$ cat config.mk
export PLATFORM = sky130hd
export DESIGN_NAME = fetch_queue
export DESIGN_NICKNAME = d
export VERILOG_FILES = /design/src/rtl/fetch_queue.sv
export SDC_FILE = /design/constraint.sdc
export NUM_CORES = 1
export LEC_CHECK = 0
export ABC_AREA = 1
export CORE_MARGIN = 4
export CORE_UTILIZATION = 38
export CTS_BUF_LIST = sky130_fd_sc_hd__clkbuf_8
export DETAILED_ROUTE_END_ITERATION = 12
export GPL_TIMING_DRIVEN = 1
export SYNTH_ARGS = -nofsm -noshare
export SYNTH_HDL_FRONTEND = slang
export SYNTH_SLANG_ARGS = --single-unit
$ cat constraint.sdc
create_clock -name clk -period 12.7 [get_ports clk]
set_input_delay 2.54 -clock clk [delete_from_list [all_inputs] [get_ports clk]]
set_output_delay 2.54 -clock clk [all_outputs]
set_load 0.02 [all_outputs]
$ cat src/rtl/fetch_queue.sv
// Instruction-fetch front end: issues sequential reads into a DEPTH-entry show-ahead
// prefetch queue feeding decode, with flush redirect and misaligned-target reporting.
module fetch_queue #(
    parameter int                  ADDR_W   = 32,
    parameter int                  INSTR_W  = 32,
    parameter int                  DEPTH    = 4,
    parameter logic [ADDR_W-1:0]   RESET_PC = '0
) (
    input  logic                       clk,
    input  logic                       reset,
    output logic [ADDR_W-1:0]          mem_rd_addr,
    output logic                       mem_rd_enable,
    input  logic [INSTR_W-1:0]         mem_rd_data,
    input  logic                       mem_rd_ready,
    output logic [INSTR_W-1:0]         instr,
    output logic [ADDR_W-1:0]          PC,
    output logic                       pipeline_valid,
    input  logic                       stall,
    input  logic                       flush,
    input  logic [ADDR_W-1:0]          flush_addr,
    output logic                       misalign_err,
    output logic [$clog2(DEPTH):0]     fill_level
);

    localparam int PTR_W = $clog2(DEPTH);
    localparam logic [PTR_W:0] FULL_LEVEL = (PTR_W+1)'(DEPTH);

    logic [ADDR_W-1:0]  fetch_pc_q, fetch_pc_d;
    logic [PTR_W-1:0]   wr_ptr_q, wr_ptr_d;
    logic [PTR_W-1:0]   rd_ptr_q, rd_ptr_d;
    logic [PTR_W:0]     count_q, count_d;
    logic               misalign_q, misalign_d;
    logic [ADDR_W-1:0]  pc_mem_q [DEPTH];
    logic [INSTR_W-1:0] data_mem_q [DEPTH];

    logic accept;
    logic pop;

    // Valid/ready: a memory word is taken only in a cycle where enable and ready are both
    // high; decode takes the head only in a cycle where pipeline_valid is high and stall low.
    assign mem_rd_enable  = !reset && !flush && (count_q != FULL_LEVEL);
    assign mem_rd_addr    = fetch_pc_q;
    assign accept         = mem_rd_enable && mem_rd_ready;
    assign pipeline_valid = (count_q != '0) && !flush;
    assign pop            = pipeline_valid && !stall;

    assign instr        = data_mem_q[rd_ptr_q];
    assign PC           = pc_mem_q[rd_ptr_q];
    assign misalign_err = misalign_q;
    assign fill_level   = count_q;

    always_comb begin
        fetch_pc_d = fetch_pc_q;
        wr_ptr_d   = wr_ptr_q;
        rd_ptr_d   = rd_ptr_q;
        count_d    = count_q;
        misalign_d = 1'b0;
        if (flush) begin
            // Redirect wins over any accept or pop in the same cycle.
            fetch_pc_d = {flush_addr[ADDR_W-1:2], 2'b00};
            wr_ptr_d   = '0;
            rd_ptr_d   = '0;
            count_d    = '0;
            misalign_d = (flush_addr[1:0] != 2'b00);
        end else begin
            if (accept) begin
                fetch_pc_d = fetch_pc_q + ADDR_W'(4);
                wr_ptr_d   = wr_ptr_q + 1'b1;
            end
            if (pop) begin
                rd_ptr_d = rd_ptr_q + 1'b1;
            end
            case ({accept, pop})
                2'b10:   count_d = count_q + 1'b1;
                2'b01:   count_d = count_q - 1'b1;
                default: count_d = count_q;
            endcase
        end
    end

    always_ff @(posedge clk or posedge reset) begin
        if (reset) begin
            fetch_pc_q <= RESET_PC;
            wr_ptr_q   <= '0;
            rd_ptr_q   <= '0;
            count_q    <= '0;
            misalign_q <= 1'b0;
            for (int i = 0; i < DEPTH; i++) begin
                pc_mem_q[i]   <= '0;
                data_mem_q[i] <= '0;
            end
        end else begin
            fetch_pc_q <= fetch_pc_d;
            wr_ptr_q   <= wr_ptr_d;
            rd_ptr_q   <= rd_ptr_d;
            count_q    <= count_d;
            misalign_q <= misalign_d;
            if (accept && !flush) begin
                pc_mem_q[wr_ptr_q]   <= fetch_pc_q;
                data_mem_q[wr_ptr_q] <= mem_rd_data;
            end
        end
    end

endmodule

Word level (Yosys, flattened, before mapping)

Index checks and enable logic that the tools add are counted.
Widths: inputs -> output; s select.

Add/sub/neg operators: 5
Multipliers: 0
Div/mod/pow operators: 0
Order comparisons: 3
Eq/ne operators: 3
Shifts and indexed selects: 0
Multiplexer cells: 19
Bitwise operators: 2
Reductions and logical operators: 15

Operators with widths:

| cell                  | count |
|---|---|
| $bwmux 128            | 2 |
| $mux 32               | 7 |
| $bmux 32 s2           | 2 |
| $demux 32 s2          | 1 |
| $add 32x3->32 const B | 1 |
| $mux 2                | 4 |
| $logic_and 1x1->1     | 7 |
| $ge 3x3->1 const B    | 2 |
| $not 2->3             | 2 |
| $pmux 3 s2            | 1 |
| $reduce_bool 2->1     | 3 |
| $reduce_bool 3->1     | 2 |
| $add 2x1->2 const B   | 2 |
| $add 3x1->3 const B   | 1 |
| $logic_not 1->1       | 3 |
| $lt 3x1->1 const B    | 1 |
| $mux 3                | 1 |
| $ne 3x3->1 const B    | 1 |
| $sub 3x1->3 const B   | 1 |
| $eq 2x1->1 const B    | 1 |
| $eq 2x2->1 const B    | 1 |
| $mux 1                | 1 |

Register bits after elaboration: 296
Latch bits: 0
Bits in writable memories: 0
ROM bits: 0
Bits of input ports: 69
Output and inout port bits: 102
Word-level logic and storage cells: 60
Memories: 0

Depth between registers and ports, before layout

Gate-level depths: netlist (run 1).

Depth in word-level cells: 7
Mapped depth: 13
Mapped depth without buffers: 13

Worst setup path before layout (run 1)

OpenSTA, ideal clock, no wires.

Kind: input port to output port
Start: input port flush
End: output port pipeline_valid
Arrival: 3033 ps
Required time: 10160 ps
Slack: 7127 ps
Stages on the path: 4
Path buffers: 1
Path through: buf_6 inv_1 nand2_1 inv_1

Cells in the longest elaborated chain, start to end: 2

Ends and longest elaborated chain:

| what              | line | text |
|---|---|---|
| from (decl)       | 19   | `input logic flush,` |
| $logic_not 1->1   | 44   | `assign pipeline_valid = (count_q != '0) && !flush;` |
| $logic_and 1x1->1 | 44   |  |
| to (decl)         | 17   | `output logic pipeline_valid,` |

Every way passes these cells.

Worst setup path after layout (run 1)

Same ends and word-level chain as after synthesis.

==> flow_summary.yaml, run 1 <==
timing:
  skew_ps: 32.3
  layout_min_cycle_time_ps: 6810
  least_margin_pin_slew_ps: 1040
  max_slew_headroom_pct: 30.9
  setup_viol: 0
  slew_violations: 0
  min_period_over_period_pct: 53.6
  fin_setup_tns_ps: 0
  timing_hold_violations_final: 0
  maximum_clock_frequency_ghz: 0.147
  rsz0062_at_grt: "no"
drt:
  detail_route.iter0.violations: 643
  route.detailed.wl_per_inst_um: 16.4
  drcViolationCount: 0
  routed-via-count: 11349
  detail_route.first_pass.iterations: 7
  antenna_nets_post_route: 0
  routed_wirelength_mm: 36.5
  vias_per_cell: 5.10
synthesis:
  post_synth_main_area_contributors: "dfrtp_1 54%, o21ai_0 14%, nand2_1 12%"
  synth_cells: 1610
  synth.ff_latch_count: 286
  synth_edf_count: 0
  yosys.cell_types.count: 35
  synth_area_per_cell_sq_um: 8.27
  synthesis.yosys.warnings: 0
  ys_top_cells_by_count: "410 x nand2_1, 382 x o21ai_0, 286 x dfrtp_1"
  ys_async_sr_fraction_pct: 100
  synth_most_common_cell: "nand2_1"
  share_of_yosys_cell_area_claimed_by_the_top_area_cell_type_pct: 53.7
  synthDominantAreaCellType: "dfrtp_1"
  synth_flop_type: "dfrtp_1"
  netlist_area_sq_mm: 0.0133
  synth-seq-area-share_pct: 53.7
finish:
  multi_input_comb_area_sq_mm: 0.00514
  instances_no_fill: 2226
  drive_above_1_share_pct: 5.14
  antenna_cells: 0
  flow.area_growth_from_synthesis_pct: 19.9
  fin_nets: 1812
  filler_cell_count: 3482
  final-seq-area_sq_mm: 0.00716
die:
  std_cell_rows: 68
  io-pin-count: 171
  die_x_um: 195
  initial_core_util_pct: 38.6
  chip_height_um: 195
  total_die_area_sq_mm: 0.0381
  core_region_area_sq_mm: 0.0345
place:
  place_inst: 2139
  dpl.hpwl_mm: 21.8
  globalplace.congestion: 0.843
  number_of_input_and_output_port_buffers_inserted: 166
grt:
  antenna_violations_before_repair: 0
  grt_max_degree: 187
  grtUsageTotal_pct: 18.8
  vias_in_the_first_global_route: 11208
  wire_length_of_the_first_global_routing_pass_mm: 59.3
  gr_overflow_total: 0
pwr:
  worst_vdd_drop_uv: 70.1
  power.density_cell_area_mw_per_mm2: 210
  cellLeakagePower_nw: 7.47
  pwr_total_mw: 3.35
cts:
  clock_path_buffers: 3
  clkSlewWorstSetupHoldPaths_ps: 50
  sink_count_of_the_clock_tree: 286
  ctsHtreeMaxLevel: 2
  numCtsBuffers: 51
  cts_tree: "done"
  clockRootBuffer: "clkbuf_8"
  worst_skew_pair.late_latency_ps: 570
  postCtsHoldBufs: 0
  cts_resized: 0
  number_of_post_cts_setup_repair_buffers: 0
worst_setup_path:
  path_max_fanout: 34
  worstSetupStartpointType: "primary input"
  worstPathArrival_ps: 4270
  criticalPathCategory: "primary input to output pin"
  critPathCaptureType: "output pin"
  critical_path_data_required_time_ps: 10160
worst_hold_path:
  min_path_type: "flop to flop"
outcome:
  run_status: "finished clean"
flow_run:
  drv_cap: 0
[cell usage in the layout, fill, tap and decap left out, types with 2 or more instances in the layout]
master           count
o21ai_0            382
conb_1               4
ha_1                 5
nand2_4              4
a21oi_1              3
bufinv_16            2
o22ai_1             62
inv_1              117
nand4_1              2
clkdlybuf4s50_1    166
nor2_1             171
xor2_1               6
o211ai_1             8
buf_4                9
o21ai_2              2
clkbuf_8            58
nor3_1               2
dfrtp_1            284
xnor2_1              2
o221ai_1             3
o21bai_1             2
clkinv_2             6
nand2_1            410
o21ai_1             12
nand3_1             37
[flip-flops by register name, summed over array words and instances (netlist names)]
| signal | flops |
|---|---|
| wr_ptr_q | 2 |
| pc_mem_q | 120 |
| data_mem_q | 128 |
| fill_level | 3 |
| rd_ptr_q | 2 |
| misalign_err | 1 |
| mem_rd_addr | 30 |
[report_power, final]
group          total [mW]  internal [mW]  leakage, nW  switching (mW)
combinational        1.22          0.509         3.15           0.710
sequential           1.31           1.15         3.75           0.151
clock               0.828          0.453        0.577           0.374
total                3.35           2.12         7.47            1.24
[metal layers]
layer / routed length [um] / global-route usage, % / share of wire [%] / vias to the layer above
met5: 0 / 0 / 0 / -
met4: 832 / 5.02 / 2.3 / 0
met3: 2380 / 4.21 / 6.5 / 65
met2: 16100 / 29.8 / 44 / 359
met1: 17200 / 26.4 / 47 / 5380
li1: - / - / - / 5545
[area by class of cell]
cell class	count	share of cell area (%)
clock buffers	58	5.00
repair buffers	176	10.9
well taps	455	3.56
multi-input cells	1122	32.2
clock inverters	29	1.07
flip-flops and latches	286	44.8
inverters	100	2.44
[final timing paths]
kind / cells past startpoint / end / startpoint / slack (ps)
setup / recovery: 6 / pipeline_valid / flush / 5890
hold / removal: 2 / data_mem_q[58]$_DFFE_PP0P_ / data_mem_q[58]$_DFFE_PP0P_ / 480
setup reg to reg: 7 / data_mem_q[97]$_DFFE_PP0P_ / fill_level[0]$_DFFE_PP0P_ / 10010
hold reg to reg: 2 / data_mem_q[58]$_DFFE_PP0P_ / data_mem_q[58]$_DFFE_PP0P_ / 480
max in group asynchronous: 3 / data_mem_q[70]$_DFFE_PP0P_ / reset / 8550
min in group asynchronous: 2 / mem_rd_addr[11]$_DFFE_PP0N_ / reset / 2590
[through the flow]
step | utilization (%) | hold slack, ps | setup WS [ps] | cell area, sq um
after floorplan | - | 448 | 2270 | 13300
after global placement | 43.4 | 461 | 5900 | 15000
after detailed placement | 43.4 | 467 | 5890 | 15000
after CTS | 46.3 | 482 | 5890 | 16000
after global routing | 46.3 | 496 | 5800 | 16000
final | 46.3 | 476 | 5890 | 16000
[kinds of logic (layout without fill, tap and decap cells)]
family | Yosys count | in the layout | share of synthesized area, %
adders and majority gates | 6 | 6 | 0.620
other | 1 | 4 | 0.0282
and+or+nand+nor | 629 | 629 | 18.5
buffers and inverters | 205 | 363 | 7.79
xor gates and xnor gates | 8 | 8 | 0.526
AOI/OAI and AO/OA | 475 | 475 | 18.8
DFF | 286 | 286 | 53.7
[worst max-delay path: stages]
cell,delay [ps]
clkdlybuf4s50_1,450
buf_4,320
inv_1,230
nand2_1,130
inv_1,60
clkdlybuf4s50_1,540
Power figures use the tool's default switching activity.
==> run 2, diff against run 1 <==
==> constraint.sdc (replaced) <==
create_clock -name clk -period 5.7 [get_ports clk]
set_input_delay 1.14 -clock clk [delete_from_list [all_inputs] [get_ports clk]]
set_output_delay 1.14 -clock clk [all_outputs]
set_load 0.02 [all_outputs]
==> flow_summary.yaml, run 2 (same netlist as run 1, synthesis figures left out) <==
timing:
  min_period_over_period_pct: 85.0
  setup_viol: 0
  rsz0062_at_grt: "no"
  max_slew_headroom_pct: 30.0
  timing_hold_violations_final: 0
  slew_violations: 0
  skew_ps: 21.9
  maximum_clock_frequency_ghz: 0.206
  layout_min_cycle_time_ps: 4850
  fin_setup_tns_ps: 0
  least_margin_pin_slew_ps: 1050
grt:
  wire_length_of_the_first_global_routing_pass_mm: 59.5
  antenna_violations_before_repair: 0
  grtUsageTotal_pct: 18.9
  grt_max_degree: 181
  gr_overflow_total: 0
  vias_in_the_first_global_route: 11187
die:
  chip_height_um: 195
  io-pin-count: 171
  std_cell_rows: 68
  total_die_area_sq_mm: 0.0381
  initial_core_util_pct: 38.6
  core_region_area_sq_mm: 0.0345
  die_x_um: 195
finish:
  final-seq-area_sq_mm: 0.00716
  drive_above_1_share_pct: 6.00
  multi_input_comb_area_sq_mm: 0.00514
  filler_cell_count: 3467
  fin_nets: 1815
  most_flop_heavy_register: "data_mem_q"
  flip_flop_count_of_the_largest_register_all_copies_and_words_added: 128
  antenna_cells: 0
  flow.area_growth_from_synthesis_pct: 21.4
  final_cell_mix: "410 x nand2_1, 382 x o21ai_0, 284 x dfrtp_1, 171 x nor2_1, 166 x clkdlybuf4s50_1"
  instances_no_fill: 2238
  mostFrequentLayoutCell: "nand2_1"
pwr:
  pwr_total_mw: 7.69
  power.density_cell_area_mw_per_mm2: 476
  cellLeakagePower_nw: 7.55
  worst_vdd_drop_uv: 231
cts:
  clock_path_buffers: 3
  number_of_post_cts_setup_repair_buffers: 0
  numCtsBuffers: 51
  cts_tree: "done"
  clkSlewWorstSetupHoldPaths_ps: 60
  postCtsHoldBufs: 0
  worst_skew_pair.late_latency_ps: 580
  clockRootBuffer: "clkbuf_8"
  cts_resized: 0
  ctsHtreeMaxLevel: 2
  sink_count_of_the_clock_tree: 286
drt:
  antenna_nets_post_route: 0
  detail_route.iter0.violations: 729
  vias_per_cell: 5.05
  routed-via-count: 11294
  routed_wirelength_mm: 36.5
  drcViolationCount: 0
  detail_route.first_pass.iterations: 6
  route.detailed.wl_per_inst_um: 16.3
worst_setup_path:
  criticalPathCategory: "flop to output pin"
  critical_path_data_required_time_ps: 4560
  critPathCaptureType: "output pin"
  worstPathArrival_ps: 3710
  path_max_fanout: 57
  worstSetupStartpointType: "flop"
  critical_path_cell_sequence: "clkinv_2, buf_4, o21ai_0, o22ai_1, clkdlybuf4s50_1"
  cp_slowest_cell: "dfrtp_4"
  max_stage_delay_ps: 830
worst_hold_path:
  min_path_type: "flop to flop"
place:
  number_of_input_and_output_port_buffers_inserted: 166
  place_inst: 2142
  globalplace.congestion: 0.857
  dpl.hpwl_mm: 22.2
outcome:
  run_status: "finished clean"
flow_run:
  drv_cap: 0
==> run 2: changes by cell type in the layout (fill, tap and decap cells not counted), sizes merged <==
cell / before / now
buf: 10 / 13
clkbuf: 58 / 65
clkinv: 6 / 8
bufinv: 2 / 4
clkinvlp: 1 / 4
inv: 120 / 115
==> run 2: routing by layer <==
metal  GRT usage (%)  vias up  routed length [um]  part of all wire, %
met1            26.5     5348               17000                   47
li1                -     5558                   -                    -
met3            4.81       65                2620                  7.2
met2            29.1      323               16000                   44
met4            5.64        0                 851                  2.3
met5               0        -                   0                    0
==> run 2: layout make-up <==
type                    count  area share [%]
clock buffers              65            5.53
multi-input cells        1122            31.8
well taps                 455            3.52
flip-flops and latches    286            44.3
repair buffers            179            11.0
clock inverters            31            1.49
inverters                 100            2.38
==> run 2: final timing paths <==
kind | startpoint | end | slack, ps | cells after the start
min in group asynchronous | reset | mem_rd_addr[11]$_DFFE_PP0N_ | 1140 | 3
max | rd_ptr_q[0]$_DFFE_PP0P_ | instr[26] | 850 | 5
max reg2reg | fill_level[0]$_DFFE_PP0P_ | data_mem_q[68]$_DFFE_PP0P_ | 3070 | 7
min | pc_mem_q[70]$_DFFE_PP0P_ | pc_mem_q[70]$_DFFE_PP0P_ | 480 | 2
max in group asynchronous | reset | rd_ptr_q[0]$_DFFE_PP0P_ | 3550 | 3
min reg2reg | pc_mem_q[70]$_DFFE_PP0P_ | pc_mem_q[70]$_DFFE_PP0P_ | 480 | 2
==> run 2: where the power goes <==
part           internal, mW  switching (mW)  leakage (nW)
clock network          1.21           0.863         0.642
registers              2.57           0.347          3.75
logic                  1.14            1.56          3.16
total                  4.92            2.77          7.55
==> run 2: per-stage QoR <==
stage	util (%)	hold slack, ps	area (sq um)	worst slack, ps
global route	46.8	496	16200	573
finish	46.8	477	16200	852
global placement	43.5	462	15000	1500
floorplan	-	448	13300	769
CTS	46.8	481	16200	826
detailed placement	43.5	467	15000	1470
==> run 2: worst max-delay path: cells and delay by family, from the launching register on <==
kind	cells	cell delay (ps)
compound gates	2	340
buf+inv	3	1880
flops	1	830
==> run 3, diff against run 2 <==
==> constraint.sdc (replaced) <==
create_clock -name clk -period 5.7 [get_ports clk]
set_input_delay 0.57 -clock clk [delete_from_list [all_inputs] [get_ports clk]]
set_output_delay 0.57 -clock clk [all_outputs]
set_load 0.02 [all_outputs]
==> flow_summary.yaml, run 3 (same netlist as run 1, synthesis figures left out) <==
outcome:
  run_status: "finished clean"
cts:
  clkSlewWorstSetupHoldPaths_ps: 60
  numCtsBuffers: 51
  worst_skew_pair.late_latency_ps: 560
  ctsHtreeMaxLevel: 2
  cts_resized: 0
  postCtsHoldBufs: 0
  clockRootBuffer: "clkbuf_8"
  sink_count_of_the_clock_tree: 286
  number_of_post_cts_setup_repair_buffers: 0
  cts_tree: "done"
  clock_path_buffers: 3
drt:
  antenna_nets_post_route: 0
  vias_per_cell: 5.07
  route.detailed.wl_per_inst_um: 16.5
  detail_route.first_pass.iterations: 7
  detail_route.iter0.violations: 728
  routed_wirelength_mm: 36.9
  drcViolationCount: 0
  routed-via-count: 11316
place:
  dpl.hpwl_mm: 22.9
  number_of_input_and_output_port_buffers_inserted: 166
  globalplace.congestion: 0.843
  placed_area_sq_mm: 0.0151
grt:
  grt_max_degree: 130
  antenna_violations_before_repair: 0
  grtUsageTotal_pct: 19.4
  gr_overflow_total: 0
  wire_length_of_the_first_global_routing_pass_mm: 61.4
  vias_in_the_first_global_route: 11416
finish:
  mostFrequentLayoutCell: "nand2_1"
  final-seq-area_sq_mm: 0.00716
  fin_nets: 1817
  flip_flop_count_of_the_largest_register_all_copies_and_words_added: 128
  layout.cell_area.non_filler_sq_mm: 0.0160
  multi_input_comb_area_sq_mm: 0.00514
  final_cell_mix: "410 x nand2_1, 382 x o21ai_0, 284 x dfrtp_1, 171 x nor2_1, 166 x clkdlybuf4s50_1"
  drive_above_1_share_pct: 5.51
  filler_cell_count: 3444
  flow.area_growth_from_synthesis_pct: 20.5
  most_flop_heavy_register: "data_mem_q"
die:
  total_die_area_sq_mm: 0.0381
  initial_core_util_pct: 38.6
  chip_height_um: 195
  std_cell_rows: 68
  core_region_area_sq_mm: 0.0345
  io-pin-count: 171
  die_x_um: 195
worst_setup_path:
  worstPathArrival_ps: 3360
  path_max_fanout: 80
  cp_top_family: "buffers and inverters"
  cp_slowest_cell: "dfrtp_4"
  reg2reg_setup_slack_ps: 3120
  cp.buffers_inverters: 2
  crit_path_start: "rd_ptr_q[0]$_DFFE_PP0P_"
  endpoint: "PC[13]"
  critical_path_cell_sequence: "buf_4, o21ai_0, o22ai_1, clkdlybuf4s50_1"
  worst_r2r_path_depth: 8
  max_stage_delay_ps: 800
  criticalPathCategory: "flop to output pin"
  critical_path_data_required_time_ps: 5130
  r2r_end: "pc_mem_q[41]$_DFFE_PP0P_"
  crit-reg2reg-launch: "fill_level[0]$_DFFE_PP0P_"
  worstSetupStartpointType: "flop"
  cp_num_cells: 4
  critPathCaptureType: "output pin"
timing:
  slew_violations: 0
  skew_ps: 17.3
  max_slew_headroom_pct: 43.6
  fin_setup_tns_ps: 0
  maximum_clock_frequency_ghz: 0.254
  min_period_over_period_pct: 69.0
  layout_min_cycle_time_ps: 3930
  rsz0062_at_grt: "no"
  timing_hold_violations_final: 0
  setup_viol: 0
  least_margin_pin_slew_ps: 847
pwr:
  worst_vdd_drop_uv: 216
  switching_share_of_power_pct: 36.9
  share_seq_of_total_power_pct: 39.0
  p_comb_share_pct: 36.4
  cellLeakagePower_nw: 7.51
  power.clock.fraction_pct: 24.6
  power.internal_mw: 4.73
  power.density_cell_area_mw_per_mm2: 468
  p_switching_mw: 2.77
flow_run:
  drv_cap: 0
worst_hold_path:
  min_path_type: "primary input to async pin"
-- run 3: worst min-delay path by stage --
stage | to | slack, ps | depth (start not counted)
after floorplan | data_mem_q[32]$_DFFE_PP0P_ | 450 | 2
after global placement | data_mem_q[58]$_DFFE_PP0P_ | 460 | 2
after detailed placement | pc_mem_q[46]$_DFFE_PP0P_ | 470 | 2
after CTS | mem_rd_addr[3]$_DFFE_PP0N_ | 370 | 2
after global routing | misalign_err$_DFF_PP0_ | 400 | 2
final | mem_rd_addr[11]$_DFFE_PP0N_ | 410 | 2
-- run 3: layout make-up --
class,count,area share (%)
diodes,1,0.0156
multi-input cells,1122,32.0
clock buffers,62,5.32
repair buffers,181,11.2
clock inverters,27,0.850
inverters,100,2.40
well taps,455,3.55
flip-flops and latches,286,44.6
-- run 3: metrics by stage --
step                total power, mW  setup slack [ps]  std cells  util [%]  hold slack (ps)
floorplan                      4.50              1340       1613         -              448
global placement               5.68              2340       2144      43.6              460
detailed placement             5.72              2340       2144      43.6              468
CTS                            7.60              1700       2233      46.4              372
global route                   8.04              1550       2233      46.4              395
finish                         7.50              1770       2234      46.5              409
-- run 3: power groups by stage --
stage / logic [mW] / registers (mW) / clock network, mW
2_1_floorplan: 1.63 / 2.87 / 0
3_3_place_gp: 2.74 / 2.94 / 0
3_5_place_dp: 2.77 / 2.95 / 0
4_1_cts: 2.78 / 2.92 / 1.90
5_1_grt: 3.04 / 3.00 / 2.00
6_report: 2.73 / 2.92 / 1.84
-- run 3: metal layers --
metal	global-route usage, %	vias to the layer above	wire (um)
li1	-	5560	-
met1	27.9	5407	17700
met5	0	-	0
met3	4.50	56	2270
met2	29.8	293	16100
met4	5.04	0	818
